<file path="src/rtl/pmem_rr_arbiter_if.sv">
// Cache-side and memory-side bus of the shared physical-memory port.
// The arbiter takes the slave view; the requesters plus memory take master.
interface pmem_rr_arbiter_if #(
  parameter int ADDR_W = 32,
  parameter int LINE_W = 256
);
  logic              pmem_read_c_i;
  logic              pmem_write_c_i;
  logic [ADDR_W-1:0] pmem_address_c_i;
  logic [LINE_W-1:0] pmem_wdata_c_i;
  logic              pmem_resp_c_i;
  logic [LINE_W-1:0] pmem_rdata_c_i;
  logic              pmem_read_c_d;
  logic              pmem_write_c_d;
  logic [ADDR_W-1:0] pmem_address_c_d;
  logic [LINE_W-1:0] pmem_wdata_c_d;
  logic              pmem_resp_c_d;
  logic [LINE_W-1:0] pmem_rdata_c_d;
  logic              pmem_read_m;
  logic              pmem_write_m;
  logic [ADDR_W-1:0] pmem_address_m;
  logic [LINE_W-1:0] pmem_wdata_m;
  logic              pmem_resp_m;
  logic [LINE_W-1:0] pmem_rdata_m;

  modport slave (
    input  pmem_read_c_i, pmem_write_c_i,
    input  pmem_address_c_i, pmem_wdata_c_i,
    output pmem_resp_c_i, pmem_rdata_c_i,
    input  pmem_read_c_d, pmem_write_c_d,
    input  pmem_address_c_d, pmem_wdata_c_d,
    output pmem_resp_c_d, pmem_rdata_c_d,
    output pmem_read_m, pmem_write_m,
    output pmem_address_m, pmem_wdata_m,
    input  pmem_resp_m, pmem_rdata_m
  );

  modport master (
    output pmem_read_c_i, pmem_write_c_i,
    output pmem_address_c_i, pmem_wdata_c_i,
    input  pmem_resp_c_i, pmem_rdata_c_i,
    output pmem_read_c_d, pmem_write_c_d,
    output pmem_address_c_d, pmem_wdata_c_d,
    input  pmem_resp_c_d, pmem_rdata_c_d,
    input  pmem_read_m, pmem_write_m,
    input  pmem_address_m, pmem_wdata_m,
    output pmem_resp_m, pmem_rdata_m
  );
endinterface

</file>
<file path="src/rtl/pmem_rr_arbiter.sv">
// Registered I/D-cache arbiter for one physical-memory port, with
// round-robin or D-priority tie-break and a sticky hang watchdog.
module pmem_rr_arbiter #(
  parameter int ADDR_W      = 32,
  parameter int LINE_W      = 256,
  parameter int RR_MODE     = 1,
  parameter int TIMEOUT_CYC = 1024
) (
  input  logic             clk,
  input  logic             rst_n,
  pmem_rr_arbiter_if.slave bus,
  output logic             busy,
  output logic             timeout_err
);
  typedef enum logic [1:0] {
    IDLE, GRANT_I, GRANT_D
  } state_t;

  localparam logic [15:0] TO_LIM = 16'(TIMEOUT_CYC);

  state_t            r_state;
  state_t            w_state_nxt;
  logic              r_last_d;
  logic              r_read_m;
  logic              r_write_m;
  logic [ADDR_W-1:0] r_addr;
  logic [LINE_W-1:0] r_wdata;
  logic [15:0]       r_wd;
  logic              r_err;
  logic [15:0]       w_wd_inc;
  logic              w_req_i;
  logic              w_req_d;
  logic              w_gnt_i;
  logic              w_gnt_d;
  logic              w_busy;
  logic              w_hang;
  logic              w_resp_i;
  logic              w_resp_d;

  assign w_req_i = bus.pmem_read_c_i | bus.pmem_write_c_i;
  assign w_req_d = bus.pmem_read_c_d | bus.pmem_write_c_d;

  always_comb begin
    w_state_nxt = r_state;
    w_gnt_i     = 1'b0;
    w_gnt_d     = 1'b0;
    case (r_state)
      IDLE: begin
        unique case (1'b1)
          (w_req_i && !w_req_d): w_gnt_i = 1'b1;
          (!w_req_i && w_req_d): w_gnt_d = 1'b1;
          (w_req_i && w_req_d): begin
            // RR hands a tie to whoever did not win last
            if (RR_MODE != 0 && r_last_d)
              w_gnt_i = 1'b1;
            else
              w_gnt_d = 1'b1;
          end
          default: ;
        endcase
        if (w_gnt_i)
          w_state_nxt = GRANT_I;
        else if (w_gnt_d)
          w_state_nxt = GRANT_D;
      end
      GRANT_I, GRANT_D: begin
        if (bus.pmem_resp_m)
          w_state_nxt = IDLE;
      end
      default: w_state_nxt = IDLE;
    endcase
  end

  always_ff @(posedge clk or negedge rst_n) begin
    if (!rst_n) begin
      r_state   <= IDLE;
      r_last_d  <= 1'b1;
      r_read_m  <= 1'b0;
      r_write_m <= 1'b0;
      r_addr    <= '0;
      r_wdata   <= '0;
    end else begin
      r_state <= w_state_nxt;
      if (w_gnt_i || w_gnt_d) begin
        r_last_d <= w_gnt_d;
        if (w_gnt_d) begin
          r_addr    <= bus.pmem_address_c_d;
          r_wdata   <= bus.pmem_wdata_c_d;
          r_write_m <= bus.pmem_write_c_d;
          r_read_m  <= bus.pmem_read_c_d & ~bus.pmem_write_c_d;
        end else begin
          r_addr    <= bus.pmem_address_c_i;
          r_wdata   <= bus.pmem_wdata_c_i;
          r_write_m <= bus.pmem_write_c_i;
          r_read_m  <= bus.pmem_read_c_i & ~bus.pmem_write_c_i;
        end
      end else if (w_busy && bus.pmem_resp_m) begin
        r_read_m  <= 1'b0;
        r_write_m <= 1'b0;
      end
    end
  end

  assign w_busy   = (r_state != IDLE);
  assign w_hang   = w_busy && !bus.pmem_resp_m;
  assign w_wd_inc = (r_wd == 16'hFFFF) ? r_wd : r_wd + 16'd1;

  // Watchdog only flags; the transaction keeps waiting on memory
  always_ff @(posedge clk or negedge rst_n) begin
    if (!rst_n) begin
      r_wd  <= '0;
      r_err <= 1'b0;
    end else begin
      r_wd <= w_hang ? w_wd_inc : 16'd0;
      if (w_hang && TIMEOUT_CYC != 0 && w_wd_inc >= TO_LIM)
        r_err <= 1'b1;
    end
  end

  assign w_resp_i = (r_state == GRANT_I) && bus.pmem_resp_m;
  assign w_resp_d = (r_state == GRANT_D) && bus.pmem_resp_m;

  assign bus.pmem_resp_c_i  = w_resp_i;
  assign bus.pmem_resp_c_d  = w_resp_d;
  assign bus.pmem_rdata_c_i = w_resp_i ? bus.pmem_rdata_m : '0;
  assign bus.pmem_rdata_c_d = w_resp_d ? bus.pmem_rdata_m : '0;

  assign bus.pmem_read_m    = r_read_m;
  assign bus.pmem_write_m   = r_write_m;
  assign bus.pmem_address_m = r_addr;
  assign bus.pmem_wdata_m   = r_wdata;

  assign busy        = w_busy;
  assign timeout_err = r_err;
endmodule

</file>
<file path="src/flat_wrapper.sv">
// flat-port wrapper written by rule: the top's interface ports become plain ports
module pmem_rr_arbiter_flat 
#(
  parameter int ADDR_W      = 32,
  parameter int LINE_W      = 256,
  parameter int RR_MODE     = 1,
  parameter int TIMEOUT_CYC = 1024
)
  (clk, rst_n, busy, timeout_err, bus_pmem_read_c_i, bus_pmem_write_c_i, bus_pmem_address_c_i, bus_pmem_wdata_c_i, bus_pmem_resp_c_i, bus_pmem_rdata_c_i, bus_pmem_read_c_d, bus_pmem_write_c_d, bus_pmem_address_c_d, bus_pmem_wdata_c_d, bus_pmem_resp_c_d, bus_pmem_rdata_c_d, bus_pmem_read_m, bus_pmem_write_m, bus_pmem_address_m, bus_pmem_wdata_m, bus_pmem_resp_m, bus_pmem_rdata_m);
  pmem_rr_arbiter_if #(.ADDR_W(ADDR_W), .LINE_W(LINE_W)) bus_i ();
  input  logic clk;
  input  logic rst_n;
  output logic busy;
  output logic timeout_err;
  input wire logic [$bits(bus_i.pmem_read_c_i)-1:0] bus_pmem_read_c_i;
  input wire logic [$bits(bus_i.pmem_write_c_i)-1:0] bus_pmem_write_c_i;
  input wire logic [$bits(bus_i.pmem_address_c_i)-1:0] bus_pmem_address_c_i;
  input wire logic [$bits(bus_i.pmem_wdata_c_i)-1:0] bus_pmem_wdata_c_i;
  output wire logic [$bits(bus_i.pmem_resp_c_i)-1:0] bus_pmem_resp_c_i;
  output wire logic [$bits(bus_i.pmem_rdata_c_i)-1:0] bus_pmem_rdata_c_i;
  input wire logic [$bits(bus_i.pmem_read_c_d)-1:0] bus_pmem_read_c_d;
  input wire logic [$bits(bus_i.pmem_write_c_d)-1:0] bus_pmem_write_c_d;
  input wire logic [$bits(bus_i.pmem_address_c_d)-1:0] bus_pmem_address_c_d;
  input wire logic [$bits(bus_i.pmem_wdata_c_d)-1:0] bus_pmem_wdata_c_d;
  output wire logic [$bits(bus_i.pmem_resp_c_d)-1:0] bus_pmem_resp_c_d;
  output wire logic [$bits(bus_i.pmem_rdata_c_d)-1:0] bus_pmem_rdata_c_d;
  output wire logic [$bits(bus_i.pmem_read_m)-1:0] bus_pmem_read_m;
  output wire logic [$bits(bus_i.pmem_write_m)-1:0] bus_pmem_write_m;
  output wire logic [$bits(bus_i.pmem_address_m)-1:0] bus_pmem_address_m;
  output wire logic [$bits(bus_i.pmem_wdata_m)-1:0] bus_pmem_wdata_m;
  input wire logic [$bits(bus_i.pmem_resp_m)-1:0] bus_pmem_resp_m;
  input wire logic [$bits(bus_i.pmem_rdata_m)-1:0] bus_pmem_rdata_m;
  assign bus_i.pmem_read_c_i = bus_pmem_read_c_i;
  assign bus_i.pmem_write_c_i = bus_pmem_write_c_i;
  assign bus_i.pmem_address_c_i = bus_pmem_address_c_i;
  assign bus_i.pmem_wdata_c_i = bus_pmem_wdata_c_i;
  assign bus_pmem_resp_c_i = bus_i.pmem_resp_c_i;
  assign bus_pmem_rdata_c_i = bus_i.pmem_rdata_c_i;
  assign bus_i.pmem_read_c_d = bus_pmem_read_c_d;
  assign bus_i.pmem_write_c_d = bus_pmem_write_c_d;
  assign bus_i.pmem_address_c_d = bus_pmem_address_c_d;
  assign bus_i.pmem_wdata_c_d = bus_pmem_wdata_c_d;
  assign bus_pmem_resp_c_d = bus_i.pmem_resp_c_d;
  assign bus_pmem_rdata_c_d = bus_i.pmem_rdata_c_d;
  assign bus_pmem_read_m = bus_i.pmem_read_m;
  assign bus_pmem_write_m = bus_i.pmem_write_m;
  assign bus_pmem_address_m = bus_i.pmem_address_m;
  assign bus_pmem_wdata_m = bus_i.pmem_wdata_m;
  assign bus_i.pmem_resp_m = bus_pmem_resp_m;
  assign bus_i.pmem_rdata_m = bus_pmem_rdata_m;
  pmem_rr_arbiter #(.ADDR_W(ADDR_W), .LINE_W(LINE_W), .RR_MODE(RR_MODE), .TIMEOUT_CYC(TIMEOUT_CYC)) u_core (.clk(clk), .rst_n(rst_n), .bus(bus_i), .busy(busy), .timeout_err(timeout_err));
endmodule
</file>
<file path="config.mk">
export PLATFORM = sky130hd
export DESIGN_NAME = pmem_rr_arbiter_flat
export DESIGN_NICKNAME = d
export VERILOG_FILES = /design/src/rtl/pmem_rr_arbiter_if.sv /design/src/rtl/pmem_rr_arbiter.sv /design/src/flat_wrapper.sv
export SDC_FILE = /design/constraint.sdc
export NUM_CORES = 1
export LEC_CHECK = 0
export CORE_AREA = 2 2 650 652
export DETAILED_ROUTE_END_ITERATION = 10
export DIE_AREA = 0 0 652 654
export HOLD_SLACK_MARGIN = 0.05
export SLEW_MARGIN = 20
export SYNTH_ARGS = -nofsm -noshare
export SYNTH_HDL_FRONTEND = slang
export SYNTH_SLANG_ARGS = --single-unit
</file>
<file path="constraint.sdc">
create_clock -name clk -period 2.4 [get_ports clk]
set_input_delay 0.36 -clock clk [delete_from_list [all_inputs] [get_ports clk]]
set_output_delay 0.36 -clock clk [all_outputs]
set_load 0.02 [all_outputs]
</file>
==> results.yml, run 1 <==
synthesis:
  synth-seq-cells: 310
  synth_flop_cell: "dfrtp_1"
  synthCells: 2012
  syn_area_mm2: 0.0179
  yosysWarnings: 0
  yosysMostFrequentCell: "and3_1"
  yosysTopAreaCellShare: 0.432
  synthesis.area_per_instance_um2: 8.90
  synth.distinct_cells: 39
  ys_seq_area_frac: 0.433
  synth_edf_count: 0
  postSynthNetCount: 2855
  synth.largest_area_cell: "dfrtp_1"
  ys_top_cells_by_count: "and3_1 (514), nor2_1 (313), dfrtp_1 (309)"
  synthArstFlopShare: 1.00
  ys_top_cells_by_area: "dfrtp_1 (43%), and3_1 (18%), mux2i_1 (16%)"
placed_design:
  pre_cts_ws_ns: -0.0733
  gp_congestion: 1.07
  dpl.cell_count: 9147
  hpwlAfterDp_um: 298000
  io_buffer_count: 1644
worst_setup_path:
  reg2reg_depth: 9
  cp.required_ns: 2.04
  worstPathMaxFanout: 15
  critPathKind: "reg2out"
  worst_setup_path_end_kind: "output port"
  rr_startpoint: "u_core.r_state[0]"
  r2r_end: "u_core.bus.pmem_wdata_m[173]"
  r2r_slack_ns: -0.07
  arrival_ns: 2.42
  start_kind: "register"
floorplan:
  die_height_um: 654
  initial_core_util: 0.0427
  die_x_um: 652
  boundaryPins: 1645
  dieArea_mm2: 0.426
  num_rows: 238
  core_area_mm2: 0.419
cells_and_area:
  area_growth_pct: 175
  drive_gt1_frac: 0.326
  final_nets: 4621
  layoutNonFillerInstCount: 9365
  final_util: 0.117
drt:
  vias: 25317
  post-route-drc-count: 0
  wl_per_cell_um: 35.3
  viasPerCell: 2.70
  detail-route-antenna-nets: 0
  wl_um: 331000
  drtIter0Drc: 1448
  dr.pass1.iters: 5
sta:
  max_freq_mhz: 360
  fin_skew_ns: 0.0767
  grt_setup_unrepaired: "yes"
  finalCritPeriodShare: 1.16
  hold_violations: 0
  finalWorstSetupSlack_ns: -0.381
  drv_slew: 0
  setup_viol: 543
  tightest_slew_ns: 0.824
  max-slew-margin-rel: 0.449
  fin_hold_ws_ns: 0.214
  period_needed_ns: 2.78
run_status:
  violations: "setup timing"
  status: "finished with violations"
cts:
  cts_sinks: 310
  cts_tree: "yes"
  clkTransAtPathRegs_ns: 0.08
  numCtsBuffers: 45
  clock_path_buffers: 3
  cts_max_level: 2
  cts_root_buf: "clkbuf_16"
  clk_latency_ns: 0.73
global_route:
  grt.busiest_layer: "met2"
  grt_max_degree: 62
  antenna_found_initial: 296
  met2_usage: 0.276
  grt_util_met3: 0.0561
  gr-usage-met1: 0.142
  grt_pass1_wl_um: 378000
  grt_overflow: 0
  track_usage: 0.147
  grt_pass1_vias: 23585
min_path:
  whs_endpoint: "u_core.bus.pmem_address_m[31]"
  min_path_cells: 3
  hold_start: "bus_pmem_address_c_d[31]"
  hp-class: "in2reg"
power_and_ir_drop:
  pwr-share-seq: 0.180
  leakagePower_uw: 0.0203
  netSwitchingFraction: 0.482
  clkPwrFrac: 0.139
  ir_drop_uv: 1040
  pwr-share-comb: 0.680
  power.internal_uw: 27800
  p_per_area_mw_per_mm2: 1090
  switchingPower_uw: 25900
flow_run:
  cap_violations: 0
-- stage by stage --
stage                     power [µW]  setup TNS [ns]  cell area, µm²
after global routing           56200         -221.84           49200
after CTS                      52700         -214.36           47200
after floorplan                22000               0           17900
after detailed placement       42600           -1.79           44100
final                          53600         -128.33           49200
after global placement         42500           -1.55           44100
-- critical path: stages (launching register included) --
cell     delay (ns)
dfrtp_1        0.43
inv_2          0.10
ha_4           0.16
buf_6          0.18
buf_16         0.17
buf_6          0.16
and3_1         0.23
buf_12         0.19
-- power groups by stage --
stage	Clock (µW)	Sequential (µW)	Combinational, µW
CTS	7830	9710	35100
global placement	0	9690	32800
floorplan	0	12200	9730
global route	7950	9970	38300
detailed placement	0	9740	32900
finish	7480	9670	36500
-- logic make-up (layout without fill, tap and decap cells) --
group                    Yosys count  after routing  synth area share
AND/OR/NAND/NOR                  870            870             0.260
AO/OA/AOI/OAI                    310            310            0.0881
flip-flops                       310            310             0.433
multiplexers                     291            291             0.163
buffers and inverters            218           2019            0.0493
XOR/XNOR                           9              9           0.00440
adder cells (fa/ha/maj)            4              4           0.00279
other                              0             32                 0
-- worst max-delay path by stage --
| stage | start | slack [ns] | to |
|---|---|---|---|
| after floorplan | u_core.r_wd[0] | 0.52 | u_core.timeout_err |
| after global placement | bus_pmem_write_c_i | -0.06 | u_core.bus.pmem_wdata_m[150] |
| after detailed placement | bus_pmem_write_c_i | -0.07 | u_core.bus.pmem_wdata_m[173] |
| after CTS | u_core.r_state[0] | -0.54 | bus_pmem_rdata_c_d[201] |
| after global routing | u_core.r_state[1] | -0.51 | bus_pmem_rdata_c_i[202] |
| final | u_core.r_state[0] | -0.38 | bus_pmem_rdata_c_d[248] |
-- cell usage in the layout (no fill, tap or decap), types with 11 or more instances in the layout --
| cell type | count |
|---|---|
| clkdlybuf4s50_1 | 1079 |
| and3_4 | 320 |
| nor2_1 | 313 |
| dfrtp_1 | 309 |
| a21oi_1 | 292 |
| mux2i_1 | 291 |
| buf_12 | 251 |
| buf_4 | 245 |
| buf_6 | 204 |
| and3_1 | 194 |
| clkbuf_16 | 62 |
| clkbuf_2 | 52 |
| diode_2 | 32 |
| buf_16 | 25 |
| dlygate4sd2_1 | 20 |
| clkdlybuf4s15_2 | 17 |
| buf_2 | 11 |
-- registers in the layout, indices dropped and copies added (netlist names) --
register	count
u_core.bus.pmem_address_m	32
u_core.bus.pmem_read_m	1
u_core.bus.pmem_wdata_m	256
u_core.bus.pmem_write_m	1
u_core.r_last_d	1
u_core.r_state	2
u_core.r_wd	16
u_core.timeout_err	1
-- metal layers --
metal / wire length (µm) / vias up
met3: 30400 / 744
met1: 108000 / 11982
met5: 613 / -
met2: 172000 / 1754
met4: 19100 / 96
li1: - / 10741
-- final cells by class --
type / instances / area (µm²)
Fill cell: 47993 / 370000
Timing Repair Buffer: 1933 / 21900
Multi-Input combinational cell: 1484 / 10900
Sequential cell: 310 / 7760
Tap cell: 5520 / 6910
Clock buffer: 58 / 1230
Clock inverter: 24 / 357
Antenna cell: 32 / 80.1
Inverter: 4 / 15.0
-- timing repair --
item,CTS,global route
hold buffers,1,0
gates resized for setup,1060,730
endpoints found under the hold margin,115,0
cloned,22,19
buffers inserted,33,39
setup endpoints to repair,589,654
pin swaps,13,16
No activity file was read; power rests on OpenSTA's default activity.
==> inputs of run 2 (changes only) <==
--- a/config.mk
+++ b/config.mk
@@ -5,10 +5,11 @@
 export SDC_FILE = /design/constraint.sdc
 export NUM_CORES = 1
 export LEC_CHECK = 0
-export CORE_AREA = 2 2 650 652
+export CORE_AREA = 2 2 636 638
 export DETAILED_ROUTE_END_ITERATION = 10
-export DIE_AREA = 0 0 652 654
+export DIE_AREA = 0 0 638 640
 export HOLD_SLACK_MARGIN = 0.05
+export PLACE_DENSITY = 0.3
 export SLEW_MARGIN = 20
 export SYNTH_ARGS = -nofsm -noshare
 export SYNTH_HDL_FRONTEND = slang
==> constraint.sdc (replaced) <==
create_clock -name clk -period 2.5 [get_ports clk]
set_input_delay 0.375 -clock clk [delete_from_list [all_inputs] [get_ports clk]]
set_output_delay 0.375 -clock clk [all_outputs]
set_load 0.02 [all_outputs]
==> run 2 against run 1 <==
Net effect: the run still ends with setup timing left; clock skew is 0.032 ns lower; non-clock buffer count is 43 lower; sequential share of layout area is 0.16 points higher; first-iteration DRC count is 11% lower; register-to-register slack better by 0.43 ns; core utilization is 0.40 points higher; sequential power is 1% higher; combinational power is 4% lower; flip-flop and latch count stayed put; global-route usage is 1.3 points lower; clock power is 5.7% lower; hold slack better by 0.027 ns; largest power group unchanged.
==> results.yml, run 2 (synthesis gave the netlist of run 1 again) <==
cells_and_area:
  final_nets: 4580
  layoutNonFillerInstCount: 9100
  largest_reg_flops: 256
  drive_gt1_frac: 0.354
  layout_common_cells: "clkdlybuf4s50_1 (1,061), and3_4 (442), buf_6 (323)"
  layout_commonest_cell: "clkdlybuf4s50_1"
  multiInputGateArea_mm2: 0.0115
  n_fill_cell: 45862
  area_growth_pct: 172
  seqCellArea_mm2: 0.00776
placed_design:
  pre_cts_ws_ns: -0.176
  hpwlAfterDp_um: 251000
  gp_congestion: 0.944
  dpl.cell_count: 8884
  io_buffer_count: 1644
drt:
  detail-route-antenna-nets: 0
  wl_per_cell_um: 31.7
  viasPerCell: 2.69
  wl_um: 289000
  post-route-drc-count: 0
  dr.pass1.iters: 5
  highest_layer: "met5"
  drtIter0Drc: 1292
  vias: 24476
  wl_met2_um: 154000
  wl_met1_um: 92800
  met3WireLength_um: 31300
sta:
  period_needed_ns: 2.72
  finalWorstSetupSlack_ns: -0.220
  hold_violations: 0
  fin_skew_ns: 0.0443
  finalSetupTns_ns: -23.78
  setup_viol: 328
  finalCritPeriodShare: 1.09
  grt_setup_unrepaired: "yes"
  max_freq_mhz: 368
  max-slew-margin-rel: 0.459
  drv_slew: 0
  tightest_slew_ns: 0.810
power_and_ir_drop:
  ir_drop_uv: 669
  finalPower_uw: 51800
  p_per_area_mw_per_mm2: 1060
  leakagePower_uw: 0.0198
floorplan:
  dieArea_mm2: 0.408
  die_x_um: 638
  initial_core_util: 0.0446
  num_rows: 233
  boundaryPins: 1645
  die_height_um: 640
  core_area_mm2: 0.401
global_route:
  grt_pass1_wl_um: 342000
  grt_pass1_vias: 24718
  grt_max_degree: 68
  antenna_found_initial: 188
  grt_overflow: 0
  track_usage: 0.134
cts:
  cts_max_level: 2
  cts_tree: "yes"
  cts_sinks: 310
  cts_root_buf: "clkbuf_16"
  clk_latency_ns: 0.68
  clkTransAtPathRegs_ns: 0.06
  numCtsBuffers: 47
  clock_path_buffers: 3
worst_setup_path:
  worstPathMaxFanout: 8
  cp.required_ns: 2.12
  arrival_ns: 2.35
  r2r_slack_ns: 0.36
  worst_setup_path_end_kind: "output port"
  reg2reg_depth: 9
  critPathKind: "reg2out"
  start_kind: "register"
run_status:
  status: "finished with violations"
  violations: "setup timing"
flow_run:
  cap_violations: 0
min_path:
  hp-class: "in2async"
-- run 2: area by class of cell --
class                      count  area share
inverter                       4    0.000308
clock buffer                  75      0.0300
tap                         5287       0.136
antenna                       41     0.00211
clock inverter                 9     0.00223
multi-input combinational   1484       0.236
timing repair buffer        1890       0.434
sequential                   310       0.159
-- run 2: worst max-delay path, stage by stage (launching register included) --
cell     delay [ns]
dfrtp_1        0.40
buf_6          0.13
ha_4           0.16
buf_12         0.14
buf_16         0.15
buf_12         0.15
buf_12         0.14
buf_6          0.11
and3_4         0.17
buf_6          0.12
-- run 2: worst paths after layout --
path / from / end
worst min-delay path: rst_n / u_core.bus.pmem_wdata_m[77]
worst max-delay path: u_core.r_state[0] / bus_pmem_rdata_c_i[141]
min in group clk: bus_pmem_wdata_c_d[114] / u_core.bus.pmem_wdata_m[114]
worst max register to register: u_core.r_state[1] / u_core.bus.pmem_address_m[0]
max in group asynchronous: rst_n / u_core.bus.pmem_wdata_m[247]
worst min register to register: u_core.r_last_d / u_core.r_last_d
-- run 2: timing repair --
item,4_1_cts,5_1_grt
hold buffers,1,0
endpoints found under the hold margin,51,0
setup buffers,58,19
gates cloned,35,10
gates resized for setup,2278,458
setup endpoints to repair,532,511
pin swaps,50,11
-- run 2: per-stage QoR --
step / cell area, µm² / utilization / hold slack, ns
4_1_cts: 47400 / 0.118 / 0.167
3_5_place_dp: 42700 / 0.106 / 0.382
3_3_place_gp: 42700 / 0.106 / 0.379
6_report: 48700 / 0.121 / 0.241
2_1_floorplan: 17900 / - / 0.0794
5_1_grt: 48700 / 0.121 / 0.237
-- run 2: where the power goes --
group | internal, µW | total (µW) | switching, µW
Combinational | 15300 | 34900 | 19700
Clock | 4100 | 7050 | 2960
Sequential | 7540 | 9780 | 2240
-- run 2: metal layers --
metal | global-route usage | up-vias
met5 | 0 | -
met4 | 0.0350 | 112
met1 | 0.127 | 11984
met3 | 0.0640 | 465
li1 | - | 10656
met2 | 0.257 | 1259
